## src/rtl/video_dma_fetch.sv

```systemverilog
// video_dma_fetch
//
// Purpose:
//   Fetches one display line of bytes from system RAM over a req/ack
//   handshake into a ping-pong line buffer. The pixel side reads the bank
//   that is not being filled. Supports a configurable line width, frame
//   height, line-repeat mode and a sticky underrun flag.
//
// Ports:
//   clk          in   system clock
//   reset        in   synchronous, active-high reset
//   frame_start  in   pulse: load base_addr, clear line/repeat/byte counters,
//                     abort any fetch
//   line_start   in   pulse: begin the next display line
//   base_addr    in   frame start address (AW bits)
//   mem_req      out  RAM read request
//   mem_addr     out  RAM read address (AW bits)
//   mem_ack      in   RAM data valid, completes the request
//   mem_rdata    in   RAM read data (8 bits)
//   pix_idx      in   byte index within the displaying bank (6 bits)
//   pix_byte     out  displayed byte, one cycle after pix_idx
//   busy         out  fetch in progress
//   frame_done   out  pulse after the fetch of the last line slot
//   underrun     out  sticky, line_start arrived while busy
//   underrun_cnt out  saturating underrun event count
//
// Build option:
//   VDMA_UNDERRUN_CNT_EN - when defined, underrun_cnt counts underrun events
//   (saturating at 255). When undefined, underrun_cnt is tied to 0.

module video_dma_fetch #(
    parameter int AW             = 12,
    parameter int BYTES_PER_LINE = 8,
    parameter int LINES          = 128,
    parameter int LINE_REPEAT    = 1
) (
    input  logic          clk,
    input  logic          reset,
    input  logic          frame_start,
    input  logic          line_start,
    input  logic [AW-1:0] base_addr,
    output logic          mem_req,
    output logic [AW-1:0] mem_addr,
    input  logic          mem_ack,
    input  logic [7:0]    mem_rdata,
    input  logic [5:0]    pix_idx,
    output logic [7:0]    pix_byte,
    output logic          busy,
    output logic          frame_done,
    output logic          underrun,
    output logic [7:0]    underrun_cnt
);

    typedef enum logic [1:0] {
        IDLE  = 2'd0,
        FETCH = 2'd1,
        SWAP  = 2'd2
    } state_t;

    localparam logic [5:0] LAST_BYTE  = 6'(BYTES_PER_LINE - 1);
    localparam logic [6:0] LINE_BYTES = 7'(BYTES_PER_LINE);
    localparam logic [7:0] LAST_LINE  = 8'(LINES - 1);
    localparam logic [2:0] LAST_REP   = 3'(LINE_REPEAT - 1);

    state_t          state_q, state_d;
    logic [AW-1:0]   cur_addr_q, cur_addr_d;
    logic [5:0]      byte_cnt_q, byte_cnt_d;
    logic [7:0]      line_cnt_q, line_cnt_d;
    logic [2:0]      rep_cnt_q, rep_cnt_d;
    logic            fill_bank_q, fill_bank_d;
    logic            frame_over_q, frame_over_d;
    logic            frame_done_q, frame_done_d;
    logic            underrun_q;
    logic            underrun_evt;
    logic            buf_we;
    logic            line_go;
    logic [7:0]      pix_byte_q;
    logic [7:0]      pix_rd;

    // Both banks live in one array; the top index bit selects the bank.
    logic [7:0]      line_buf_q [0:127];

    // Next-state logic. frame_start is applied first so that a line_start in
    // the same cycle begins the first line of the new frame.
    always_comb begin
        state_d      = state_q;
        cur_addr_d   = cur_addr_q;
        byte_cnt_d   = byte_cnt_q;
        line_cnt_d   = line_cnt_q;
        rep_cnt_d    = rep_cnt_q;
        fill_bank_d  = fill_bank_q;
        frame_over_d = frame_over_q;
        frame_done_d = 1'b0;
        underrun_evt = 1'b0;
        buf_we       = 1'b0;
        line_go      = 1'b0;

        if (frame_start) begin
            state_d      = IDLE;
            cur_addr_d   = base_addr;
            byte_cnt_d   = '0;
            line_cnt_d   = '0;
            rep_cnt_d    = '0;
            frame_over_d = 1'b0;
        end else begin
            case (state_q)
                FETCH: begin
                    if (mem_ack) begin
                        buf_we     = 1'b1;
                        cur_addr_d = cur_addr_q + AW'(1);
                        if (byte_cnt_q == LAST_BYTE) begin
                            byte_cnt_d = '0;
                            state_d    = SWAP;
                        end else begin
                            byte_cnt_d = byte_cnt_q + 6'd1;
                        end
                    end
                end
                SWAP: begin
                    fill_bank_d = ~fill_bank_q;
                    state_d     = IDLE;
                    // The last slot ends the frame; the counter holds there.
                    if (line_cnt_q == LAST_LINE) begin
                        frame_done_d = 1'b1;
                        frame_over_d = 1'b1;
                    end else begin
                        line_cnt_d = line_cnt_q + 8'd1;
                    end
                end
                default: ;
            endcase

            // A line_start during a fetch is dropped, only flagged.
            if (line_start && (state_q != IDLE)) begin
                underrun_evt = 1'b1;
            end
        end

        // Accept a line when idle (or just aborted by frame_start) and the
        // frame still has slots. Only the first pass of a repeat group fetches.
        line_go = line_start && (frame_start || (state_q == IDLE)) && !frame_over_d;
        if (line_go) begin
            if (rep_cnt_d == 3'd0) begin
                state_d = FETCH;
            end
            rep_cnt_d = (rep_cnt_d == LAST_REP) ? 3'd0 : rep_cnt_d + 3'd1;
        end
    end

    // Indices past the line width read as zero.
    always_comb begin
        pix_rd = 8'h00;
        if ({1'b0, pix_idx} < LINE_BYTES) begin
            pix_rd = line_buf_q[{~fill_bank_q, pix_idx}];
        end
    end

    // Control and output registers.
    always_ff @(posedge clk) begin
        if (reset) begin
            state_q      <= IDLE;
            cur_addr_q   <= '0;
            byte_cnt_q   <= '0;
            line_cnt_q   <= '0;
            rep_cnt_q    <= '0;
            fill_bank_q  <= 1'b0;
            frame_over_q <= 1'b0;
            frame_done_q <= 1'b0;
            underrun_q   <= 1'b0;
            pix_byte_q   <= 8'h00;
        end else begin
            state_q      <= state_d;
            cur_addr_q   <= cur_addr_d;
            byte_cnt_q   <= byte_cnt_d;
            line_cnt_q   <= line_cnt_d;
            rep_cnt_q    <= rep_cnt_d;
            fill_bank_q  <= fill_bank_d;
            frame_over_q <= frame_over_d;
            frame_done_q <= frame_done_d;
            underrun_q   <= underrun_q | underrun_evt;
            pix_byte_q   <= pix_rd;
        end
    end

    // Line buffer storage has no reset; an ack during reset is discarded.
    always_ff @(posedge clk) begin
        if (buf_we && !reset) begin
            line_buf_q[{fill_bank_q, byte_cnt_q}] <= mem_rdata;
        end
    end

`ifdef VDMA_UNDERRUN_CNT_EN
    logic [7:0] underrun_cnt_q;

    // Saturating event counter, cleared only by reset.
    always_ff @(posedge clk) begin
        if (reset) begin
            underrun_cnt_q <= 8'd0;
        end else if (underrun_evt && (underrun_cnt_q != 8'hFF)) begin
            underrun_cnt_q <= underrun_cnt_q + 8'd1;
        end
    end

    assign underrun_cnt = underrun_cnt_q;
`else
    assign underrun_cnt = 8'd0;
`endif

    // The request drops in the same cycle reset is asserted.
    assign mem_req    = (state_q == FETCH) && !reset;
    assign mem_addr   = cur_addr_q;
    assign busy       = (state_q != IDLE);
    assign frame_done = frame_done_q;
    assign underrun   = underrun_q;
    assign pix_byte   = pix_byte_q;

endmodule

```

## config.mk

```make
export PLATFORM = sky130hd
export DESIGN_NAME = video_dma_fetch
export DESIGN_NICKNAME = d
export VERILOG_FILES = /design/src/rtl/video_dma_fetch.sv
export SDC_FILE = /design/constraint.sdc
export NUM_CORES = 1
export LEC_CHECK = 0
export BUFFER_PORTS_ARGS = -buffer_cell sky130_fd_sc_hd__clkbuf_2
export CORE_MARGIN = 2
export CORE_UTILIZATION = 36
export DETAILED_ROUTE_END_ITERATION = 7
export MAX_ROUTING_LAYER = met4
export SLEW_MARGIN = 20
export SYNTH_ARGS = -nofsm -noshare
export SYNTH_HDL_FRONTEND = slang
export SYNTH_SLANG_ARGS = --single-unit
```

## constraint.sdc

```tcl
create_clock -name clk -period 3.9 [get_ports clk]
set_input_delay 0.195 -clock clk [delete_from_list [all_inputs] [get_ports clk]]
set_output_delay 0.195 -clock clk [all_outputs]
set_load 0.1 [all_outputs]
```

; Yosys cells after proc, flatten, opt, wreduce, memory -nomap -nowiden
; Memory sizes are Yosys's and may differ from the RTL's. A register that Yosys moved wholly into a read port is not among the register bits.
; Index checks and enable logic that the tools add are counted.
[totals]
memories = 1
ramBits = 1024
reg_bits = 35
[op_classes]
n_addsub = 4
bitwise = 6
n_reduce_logical = 20
mux = 24
n_lt_le_gt_ge = 1
n_eq_ne = 4
[memory_table]
columns = name, depth, width, rd, rd_clocked_by_memory_dff, write_ports, line_no
row1 = line_buf_q, 128, 8, 1, 1, 1, 81  ; logic [7:0] line_buf_q [0:127];
[op_table]
columns = operator, count
row1 = $mux W12, 3
row2 = $add A12 B1 Y12 const B, 1
row3 = $mux W1, 11
row4 = $mux W2, 5
row5 = $mux W3, 3
row6 = $add A8 B1 Y8 const B, 1
row7 = $eq A8 B7 Y1 const B, 1
row8 = $reduce_and A2 Y1, 4
row9 = $add A6 B1 Y6 const B, 1
row10 = $eq A6 B3 Y1 const B, 1
row11 = $lt A6 B4 Y1 const B, 1
row12 = $mux W6, 1
row13 = $reduce_bool A2 Y1, 3
row14 = $logic_and A1 B1 Y1, 5
row15 = $not A1 Y1, 5
row16 = $pmux W2 S2, 1
row17 = $reduce_or A2 Y1, 2
row18 = $add A3 B1 Y3 const B, 1
row19 = $logic_not A3 Y1, 1
row20 = $reduce_or A3 Y1, 1
row21 = $eq A2 B1 Y1 const B, 1
row22 = $eq A2 B2 Y1 const B, 1
row23 = $logic_not A1 Y1, 2
row24 = $logic_not A2 Y1, 1
row25 = 2 further kinds, 2

; Longest topological paths before layout
; Gate-level depths: netlist of run 1.
[logic_depth]
depth_word = 7
ltp_mapped = 8
ltp_nobuf = 7

; Worst setup path before layout of run 1
; OpenSTA, ideal clock, no wires.
[synth_path]
kind = reg2reg
from = register cur_addr_q[2], in the netlist mem_addr[2]
to = register cur_addr_q[11], in the netlist mem_addr[11]
required_time_ps = 3814
stages_incl_launch_ff = 5
setup_time_ps = 86
synth_period_minus_slack_ps = 2219
n_path_buf = 0
arrival_ps = 2133
path_slack_ps = 1681
cell_sequence = dfxtp_1 > nand4_1 > nor4_1 > xnor2_1 > a211oi_1
[synth_between]
elab_chain_len = 4
[synth_rtl]
columns = element, line_no
row1 = "start, declared", 66  ; logic [AW-1:0] cur_addr_q, cur_addr_d;
row2 = "start signal, assigned", 173  ; cur_addr_q <= cur_addr_d;
row3 = $add A12 B1 Y12, 110  ; cur_addr_d = cur_addr_q + AW'(1);
row4 = $mux W12, 108  ; if (mem_ack) begin
row5 = $mux W12, 106  ; case (state_q)
row6 = $mux W12, 98  ; if (frame_start) begin
; Every way passes these cells. The select of a mux whose other input is x is not followed.
; A chain may end at the register's enable or synchronous reset.

; Worst setup path in the final report of run 1
[layout_path]
from = register state_q[1]
to = memory line_buf_q[6][3] (enable)
[layout_between]
elab_chain_len = 6
[layout_rtl]
columns = element, line_no
row1 = "start, declared", 65  ; state_t state_q, state_d;
row2 = "start signal, assigned", 172  ; state_q <= state_d;
row3 = $eq A2 B1 Y1, 106
row4 = $mux W1, 106
row5 = $mux W1, 98
row6 = $logic_and A1 B1 Y1, 187  ; if (buf_we && !reset) begin
row7 = $mux W1, 187
row8 = $mux W1 (implied by the code), 188  ; line_buf_q[{fill_bank_q, byte_cnt_q}] <= mem_rdata;
row9 = "end, declared", 81
; Every way passes these cells.

==> results.ini, run 1 <==
[outcome]
status=finished clean

[global_route]
antenna_found_initial=0
grt_use_total_pct=15.1
grt-ovfl-total=0
grt_pass1_wl_um=23400
grt_max_degree=33
grt_pass1_vias=4188

[floorplan]
core_um2=19500
boundaryPins=63
initial_core_util_pct=36.7
die_w_um=145
die_area_um2=21000
rows=51
die_y_um=145

[yosys]
yosysMostFrequentCell=edfxtp_1
synth_top_area_cell=edfxtp_1
netlist-cell-type-count=53
post_synth.cell_area_avg_um2=14.7
netlist_area_um2=7150
synth_cells=487
synth_top_area_share_pct=53.8
async_flop_share_pct=0
synth_common_cells=edfxtp_1 (128), dfxtp_1 (43), nor2_1 (42)
yosys-top-cells-area=edfxtp_1 (54%), dfxtp_1 (12%), mux4_2 (10%)
synth_ff_type=edfxtp_1
ys_seq_area_share_pct=65.8
synth_edf_count=128
ys_ff_latch=171
yosys_warnings=0

[timing]
fmax_mhz=422
rsz0062_at_grt=no
timing.final.max_slew_violations=0
fin_tns_setup_ps=0
clock_skew_ps=16.7
hold_viol=0
maxSlewHeadroom_pct=38.8
finalSetupViolCount=0
fin_crit_sh_pct=60.8
worstMarginPinSlew_ps=918
period_minus_slack_ps=2370
fin_ws_ps=1530
whs_ps=26.6

[routing]
antenna_left=0
wl_per_cell_um=18.5
via_per_inst=5.11
first_pass_iters=5
finalWirelength_um=14800
drtIter0Drc=335
drc=0
via_count=4084

[cts]
htreeDepth=4
clk_latency_ps=430
cts_resized=0
cts_made_buffers=17
numClockSinks=171
cts_tree=built
cts_setup_buffers=0
root_buffer=clkbuf_16
clkTransAtPathRegs_ps=60
cts_buffer_depth=2

[critical_path]
crit_path_max_incr_delay_ps=590
rr_worst_depth=5
end_kind=flop
cp_max_fo=11
cp-start-kind=flop
crit_required_ps=3950
crit-reg2reg-launch=state_q[1]
arrival_ps=2420
crit_end=line_buf_q[6][3]
critPathLaunch=state_q[1]
crit_chain=inv_1, ha_1, nand2_1, or3_1, nor2_1
crit_type=reg -> reg
r2r_slack_ps=1530
worst_path_max_delay_cell=nor2_1
rr_endpoint=line_buf_q[6][3]

[min_path]
hold_path_class=in -> reg

[power_and_ir_drop]
leakage_nw=2.79
vdd_drop_max_uv=303
p_per_area_nw_per_um2=505
power_mw=4.12

[placed_design]
port-buffer-count=54
preCtsSetupSlack_ps=1360
place_area_um2=7480
dp_hpwl_um=10000
place.gp.congestion=0.819
place_inst=765

[cells_and_area]
fin_nets=560
final_design_area_no_fill_um2=8160
final_util_pct=41.9
drive_gt1_share_pct=22.7
n_antenna_cell=0
finalNonFillerCells=799
syn_to_final_growth_pct=14.1

[run]
maxCapViolCount=0

## per-layer routing
layer  track usage, %  share of wire [%]  vias up
met5                -                  0        -
met4             6.14                2.3        0
met3             3.99                6.0       16
met2             23.2                 48      144
met1             19.0                 44     2029
li1                 -                  -     1895
## worst max-delay path: cells and delay by family, from the launching register on
kind / cells / cell delay, ps
flip-flops: 1 / 330
buffers and inverters: 1 / 80
adder cells (fa/ha/maj): 1 / 230
AND/OR/NAND/NOR: 3 / 1360
## cell type report
class	count	area, um^2
clock buffers	22	474
multi-input cells	246	2060
repair buffers	57	298
well taps	265	332
flip-flops and latches	171	4700
fillers	1757	11300
inverters	28	105
clock inverters	10	186
## logic make-up after synthesis
logic type	count (synthesis)	synth area share, %
and+or+nand+nor	121	8.51
other	1	0.0525
buffers and inverters	77	5.76
xor gates and xnor gates	18	2.21
DFF	171	65.8
adders and majority gates	8	1.40
AOI/OAI and AO/OA	59	6.16
muxes	32	10.1
## where the power goes
group	switching, mW	total (mW)	internal (mW)	leakage (nW)
logic	0.219	0.289	0.0699	0.962
clock network	0.664	1.85	1.19	0.325
registers	0.0138	1.98	1.97	1.50
total	0.897	4.12	3.23	2.79
## timing repair
action,CTS,global route
setup endpoints to repair,0,0
hold endpoints to repair,2,0
hold buffers,2,0
## sequential cells by signal (all words and copies together) (netlist names), 2 cells and up
signal and count:
pix_byte 8, state_q 2, line_cnt_q 8, line_buf_q 128, rep_cnt_q 3, mem_addr 12, byte_cnt_q 6
## worst min-delay path by stage
stage,from,end,slack [ps],cells after the start
after detailed placement,base_addr[2],mem_addr[2],440,3
after CTS,base_addr[3],mem_addr[3],10,3
after floorplan,mem_rdata[0],line_buf_q[0][0],290,0
after global routing,base_addr[1],mem_addr[1],20,3
after global placement,base_addr[2],mem_addr[2],430,3
final,base_addr[1],mem_addr[1],30,3
## cells in the final DEF, fill, tap and decap left out, types with 11 or more instances in the layout
master	instances
inv_1	27
mux4_2	32
edfxtp_1	128
a21oi_1	11
dfxtp_1	43
nand2_1	24
clkbuf_2	53
clkbuf_16	17
xnor2_1	14
nor2_1	42
Note: power is estimated with default switching activity, not from simulation.
==> inputs of run 2 (changes only) <==
==> constraint.sdc (replaced) <==
create_clock -name clk -period 2.2 [get_ports clk]
set_input_delay 0.11 -clock clk [delete_from_list [all_inputs] [get_ports clk]]
set_output_delay 0.11 -clock clk [all_outputs]
set_load 0.1 [all_outputs]
==> run 2 against run 1 <==
- combinational power increased by 86%
- sequential share of layout area shrank 1.2 points
- clock skew shrank 5.4 ps
- power increased by 63%
- critical path type unchanged
- largest cell class unchanged
- clock-buffer cell count up 1
- highest routed layer unchanged
- critical endpoint is now line_buf_q[65][1]
==> results.ini, run 2 (same netlist as run 1, synthesis figures left out) <==
[routing]
via_per_inst=4.97  ; -2.9%
drc=0  ; unchanged
wl_met2_um=6990  ; -1.2%
antenna_left=0  ; unchanged
wl_met3_um=703  ; -21%
first_pass_iters=7  ; +2
maxUsedRoutingLayer=met4
drtIter0Drc=302  ; -9.9%
via_count=4131  ; +1.2%
finalWirelength_um=14600  ; -0.90%
wl_per_cell_um=17.6  ; -4.8%
m1WireLength_um=6760  ; +4.8%

[cells_and_area]
final_common_cell=edfxtp_1
fill_cells=1791  ; +1.9%
syn_to_final_growth_pct=16.5
top_register=line_buf_q
final_cell_mix=edfxtp_1 (128), clkbuf_2 (54), nor2_1 (42), dfxtp_1 (42), mux4_2 (32)
final_util_pct=42.8  ; +0.87 points
drive_gt1_share_pct=24.4  ; +1.7 points
largest_reg_flops=128  ; unchanged
fin_nets=592  ; +5.7%

[cts]
numClockSinks=171  ; unchanged
clk_latency_ps=420  ; about the same
root_buffer=clkbuf_16
cts_tree=built
htreeDepth=4  ; unchanged
cts_made_buffers=17  ; unchanged
cts_buffer_depth=2  ; unchanged
clkTransAtPathRegs_ps=60  ; about the same

[global_route]
grt_pass1_vias=4152  ; -0.86%
grt_use_total_pct=15.1  ; +0.041 points
grt_pass1_wl_um=23400  ; -0.23%
grt-ovfl-total=0  ; unchanged
grt_max_degree=33  ; unchanged
antenna_found_initial=1  ; +1

[floorplan]
die_y_um=145  ; unchanged
die_w_um=145  ; unchanged
die_area_um2=21000  ; unchanged
initial_core_util_pct=36.7  ; unchanged
boundaryPins=63  ; unchanged
core_um2=19500  ; unchanged
rows=51  ; unchanged

[outcome]
status=finished clean

[critical_path]
r2r_slack_ps=200  ; -1330 ps
worst_path_max_delay_cell=or3_1
crit_chain=inv_1, ha_1, nand2_1, or3_1, nor2_1, buf_4
arrival_ps=2120  ; -300 ps
crit_required_ps=2320  ; -1630 ps
cp_max_fo=11  ; unchanged
critPathBufInv=2  ; +1
end_kind=flop
crit_family=simple AND/OR/NAND/NOR gates
crit_type=reg -> reg
cp-start-kind=flop
crit_path_max_incr_delay_ps=460  ; -130 ps

[timing]
fin_tns_setup_ps=0  ; unchanged
rsz0062_at_grt=no
worstMarginPinSlew_ps=697  ; -221 ps
fmax_mhz=500  ; +19%
clock_skew_ps=11.3  ; -5.42 ps
hold_viol=0  ; unchanged
maxSlewHeadroom_pct=53.3  ; +15 points
fin_crit_sh_pct=90.8  ; +30 points
period_minus_slack_ps=2000  ; -371 ps
timing.final.max_slew_violations=0  ; unchanged
fin_ws_ps=202  ; -1330 ps
finalSetupViolCount=0  ; unchanged

[placed_design]
place.gp.congestion=0.790  ; -3.5%
preCtsSetupSlack_ps=224  ; -1130 ps
dp_hpwl_um=10000  ; +0.14%
port-buffer-count=54  ; unchanged

[run]
maxCapViolCount=0  ; unchanged

[power_and_ir_drop]
vdd_drop_max_uv=566  ; +87%
leakage_nw=2.88  ; +3.4%
p_per_area_nw_per_um2=808  ; +60%

[min_path]
hold_path_class=in -> reg

[run 2: worst register-to-register path, stage by stage, from the launching register on]
cell and delay [ps]:
dfxtp_1 320, inv_1 80, ha_1 220, nand2_1 280
or3_1 470, nor2_1 130, buf_4 190
[run 2: worst paths after layout]
check | startpoint | endpoint | depth (start not counted)
worst min-delay path | frame_start | mem_addr[2] | 3
worst max-delay path | state_q[1] | line_buf_q[65][1] | 6
worst min register to register | line_cnt_q[1] | line_cnt_q[1] | 2
worst max register to register | state_q[1] | line_buf_q[65][1] | 6
[run 2: area by class of cell]
type / instances / area (um^2) / share of cell area [%]
antenna: 1 / 2.50 / 0.0301
clock buffer: 23 / 458 / 5.50
clock inverter: 9 / 75.1 / 0.902
inverter: 28 / 105 / 1.26
multi-input combinational: 246 / 2060 / 24.7
sequential: 171 / 4710 / 56.5
tap: 265 / 332 / 3.98
timing repair buffer: 89 / 591 / 7.09
[run 2: timing repair]
| action | in CTS | in global routing |
|---|---|---|
| hold buffers | 13 | 0 |
| endpoints found under the hold margin | 13 | 0 |
| gates resized for setup | 0 | 0 |
| buffers inserted | 0 | 0 |
[run 2: per-stage QoR]
stage	hold WS [ps]	cell area [um^2]	cells	power (mW)
floorplan	209	7170	494	3.97
global placement	340	7660	786	4.09
detailed placement	354	7660	786	4.10
CTS	28.7	8320	831	6.81
global route	40.6	8330	832	6.98
finish	54.2	8330	832	6.73
[run 2: per-layer routing]
layer  vias to the layer above  global-route usage, %
li1                       1956                      -
met1                      2046                   19.9
met2                       116                   22.7
met3                        13                   3.74
met4                         0                   5.84
met5                         -                      -
[run 2: report_power, final]
part | total [mW] | internal (mW) | switching [mW]
Sequential | 3.51 | 3.49 | 0.0235
Clock | 2.68 | 1.57 | 1.11
Combinational | 0.538 | 0.146 | 0.392
==> inputs of run 3 (changes only) <==
--- a/config.mk
+++ b/config.mk
@@ -5,11 +5,11 @@
 export SDC_FILE = /design/constraint.sdc
 export NUM_CORES = 1
 export LEC_CHECK = 0
+export ABC_AREA = 1
 export BUFFER_PORTS_ARGS = -buffer_cell sky130_fd_sc_hd__clkbuf_2
 export CORE_MARGIN = 2
 export CORE_UTILIZATION = 36
 export DETAILED_ROUTE_END_ITERATION = 7
-export MAX_ROUTING_LAYER = met4
 export SLEW_MARGIN = 20
 export SYNTH_ARGS = -nofsm -noshare
 export SYNTH_HDL_FRONTEND = slang
==> run 3 against run 2 <==
- first-iteration DRC count grew to 5.2 times the previous value
- via count grew to 4.1 times the previous value
- core utilization shrank 0.37 points
- critical path depth grew 2
- register-to-register slack lost 70 ps
- critical path type unchanged
==> results.ini, run 3 <==
[critical_path]
crit_type=reg -> reg
cp-start-kind=flop
rr_worst_depth=8  ; +2
end_kind=flop
cp_max_fo=12  ; +1
rr_endpoint=line_buf_q[88][5]
crit_required_ps=2520  ; +200 ps
arrival_ps=2390  ; +270 ps
crit-reg2reg-launch=state_q[1]
r2r_slack_ps=130  ; -70 ps

[yosys]
synth_cells=2286  ; +370%
synth_top_area_cell=edfxtp_1
synthMuxAreaShare_pct=0  ; -10 points
ys_ff_latch=555  ; +220%
async_flop_share_pct=0  ; unchanged
synth_common_cells=nand2_1 (819), edfxtp_1 (512), nand3_1 (302)
synth_edf_count=512  ; +300%
synth_xor_area_share_pct=0.222  ; -2.0 points
ys_seq_area_share_pct=68.5  ; +2.7 points
synth_top_family_by_area=simple AND/OR/NAND/NOR gates
synth_compound_gate_area_share_pct=2.45  ; -3.7 points
synth_top_area_share_pct=64.9  ; +11 points
synth_ff_type=edfxtp_1
yosys-top-cells-area=edfxtp_1 (65%), nand2_1 (13%), nand3_1 (6.4%)
post_synth.cell_area_avg_um2=10.4  ; -29%
synthSimpleGateAreaFrac_pct=22.8  ; +14 points
netlist-cell-type-count=37  ; -30%
yosys_warnings=0  ; unchanged
netlist_area_um2=23700  ; +230%
yosysMostFrequentCell=nand2_1
synth_fa_ha_area_share_pct=0.422  ; -0.98 points

[cells_and_area]
drive_gt1_share_pct=11.3  ; -13 points
final_design_area_no_fill_um2=27800  ; +230%
largest_reg_flops=512  ; +300%
top_register=line_buf_q
final_common_cell=nand2_1
fin_nets=2451  ; +310%
n_antenna_cell=0  ; -1
final_cell_mix=nand2_1 (818), edfxtp_1 (512), nand3_1 (302)
syn_to_final_growth_pct=17.2
finalNonFillerCells=3322  ; +300%
final_util_pct=42.4  ; -0.37 points

[global_route]
antenna_found_initial=0  ; -1
grt_pass1_vias=16400  ; +290%
grt_use_total_pct=18.6  ; +3.5 points
grt-ovfl-total=0  ; unchanged
grt_max_degree=73  ; +120%
grt_pass1_wl_um=96000  ; +310%

[routing]
first_pass_iters=5  ; -2
via_per_inst=5.04  ; +1.5%
via_count=16700  ; +310%
wl_per_cell_um=19.0  ; +8.1%
drtIter0Drc=1585  ; +420%
antenna_left=0  ; unchanged
finalWirelength_um=63200  ; +330%
drc=0  ; unchanged

[timing]
fin_tns_setup_ps=0  ; unchanged
finalSetupViolCount=0  ; unchanged
clock_skew_ps=21.1  ; +9.81 ps
fin_crit_sh_pct=94.2  ; +3.3 points
period_minus_slack_ps=2070  ; +73.5 ps
timing.final.max_slew_violations=0  ; unchanged
maxSlewHeadroom_pct=54.3  ; +1.0 points
hold_viol=0  ; unchanged
worstMarginPinSlew_ps=685  ; -11.9 ps
fmax_mhz=483  ; -3.5%

[placed_design]
place_inst=3199  ; +310%
port-buffer-count=54  ; unchanged
place_area_um2=25600  ; +230%
dp_hpwl_um=38200  ; +280%
place.gp.congestion=0.899  ; +14%

[floorplan]
die_y_um=261  ; +80%
rows=94  ; +84%
core_um2=65500  ; +240%
die_w_um=261  ; +80%
initial_core_util_pct=36.2  ; -0.54 points
boundaryPins=63  ; unchanged
die_area_um2=67900  ; +220%

[min_path]
hold_path_depth=2  ; -1
min-delay-start=mem_rdata[1]
min_to=line_buf_q[83][1]
hold_path_class=in -> reg

[cts]
cts_buffer_depth=3  ; +1
numClockSinks=555  ; +220%
clk_latency_ps=620  ; +200 ps
root_buffer=clkbuf_16
cts_tree=built
clkTransAtPathRegs_ps=60  ; about the same
htreeDepth=2  ; -2
cts_setup_buffers=0  ; unchanged
cts_made_buffers=56  ; +39

[power_and_ir_drop]
internal_power_mw=18.1  ; +250%
power_mw=23.3  ; +250%
swShare_pct=22.5  ; -0.20 points
vdd_drop_max_uv=558  ; -1.4%
p_sw_mw=5.25  ; +240%
power.share.clock_pct=43.6  ; +3.7 points
p_per_area_nw_per_um2=840  ; +3.9%
comb_power_share_pct=6.8  ; -1.2 points
leakage_nw=10.9  ; +280%
p_seq_share_pct=49.5  ; -2.6 points

[run]
maxCapViolCount=0  ; unchanged

[outcome]
status=finished clean

==> run 3: metrics by stage <==
| step | worst slack (ps) | hold slack, ps |
|---|---|---|
| after global placement | 145 | 357 |
| after global routing | -13.3 | 17.2 |
| after floorplan | 32.2 | 172 |
| after CTS | 78.0 | 6.48 |
| after detailed placement | 97.3 | 372 |
| final | 128 | 15.2 |
==> run 3: power by group through the flow <==
stage                     Clock [mW]  Sequential, mW  Combinational [mW]
after floorplan                    0            11.9               0.804
after global placement             0            11.8                1.55
after detailed placement           0            11.8                1.56
after CTS                       10.3            11.6                1.59
after global routing            10.7            11.6                1.72
final                           10.2            11.6                1.60
==> run 3: worst max-delay path by stage <==
stage / startpoint / endpoint / slack (ps) / cells past startpoint
2_1_floorplan: mem_addr[4] / mem_addr[10] / 30 / 11
3_3_place_gp: state_q[1] / line_buf_q[65][7] / 150 / 8
3_5_place_dp: state_q[1] / line_buf_q[2][3] / 100 / 8
4_1_cts: state_q[1] / line_buf_q[65][0] / 80 / 8
5_1_grt: state_q[1] / line_buf_q[19][1] / -10 / 9
6_report: state_q[1] / line_buf_q[88][5] / 130 / 8
==> run 3: metal layers <==
metal,GRT usage (%),vias up,wire length [um]
li1,-,7873,-
met1,24.7,8061,26500
met2,31.3,689,30200
met3,2.87,116,4670
met4,6.22,0,1810
met5,0,-,0
==> run 3: critical path, cell delays in order, from the launching register on <==
cell and delay (ps):
dfxtp_1 330, inv_1 90, ha_2 210, nand2_2 100
nor2_1 150, buf_6 200, nand2_2 300, nor2_1 200
buf_4 190
==> run 3: cells by family (layout without fill, tap and decap cells) <==
family	count (synthesis)	in the layout
simple gates	1317	1317
buf+inv	297	462
compound gates	102	102
other cells	1	8
xor+xnor	6	6
fa+ha+maj	8	8
flops	555	555
==> run 3: area by class of cell <==
class,count,area [um^2]
tap,864,1080
clock buffer,61,1440
clock inverter,43,533
multi-input combinational,1441,6180
fill,6141,37700
inverter,167,634
timing repair buffer,191,1670
sequential,555,16200
==> run 3: timing repair <==
| action | in CTS | in global routing |
|---|---|---|
| endpoints found under the setup margin | 0 | 399 |
| gates resized for setup | 0 | 5 |
| hold endpoints to repair | 30 | 0 |
| hold buffers | 19 | 0 |
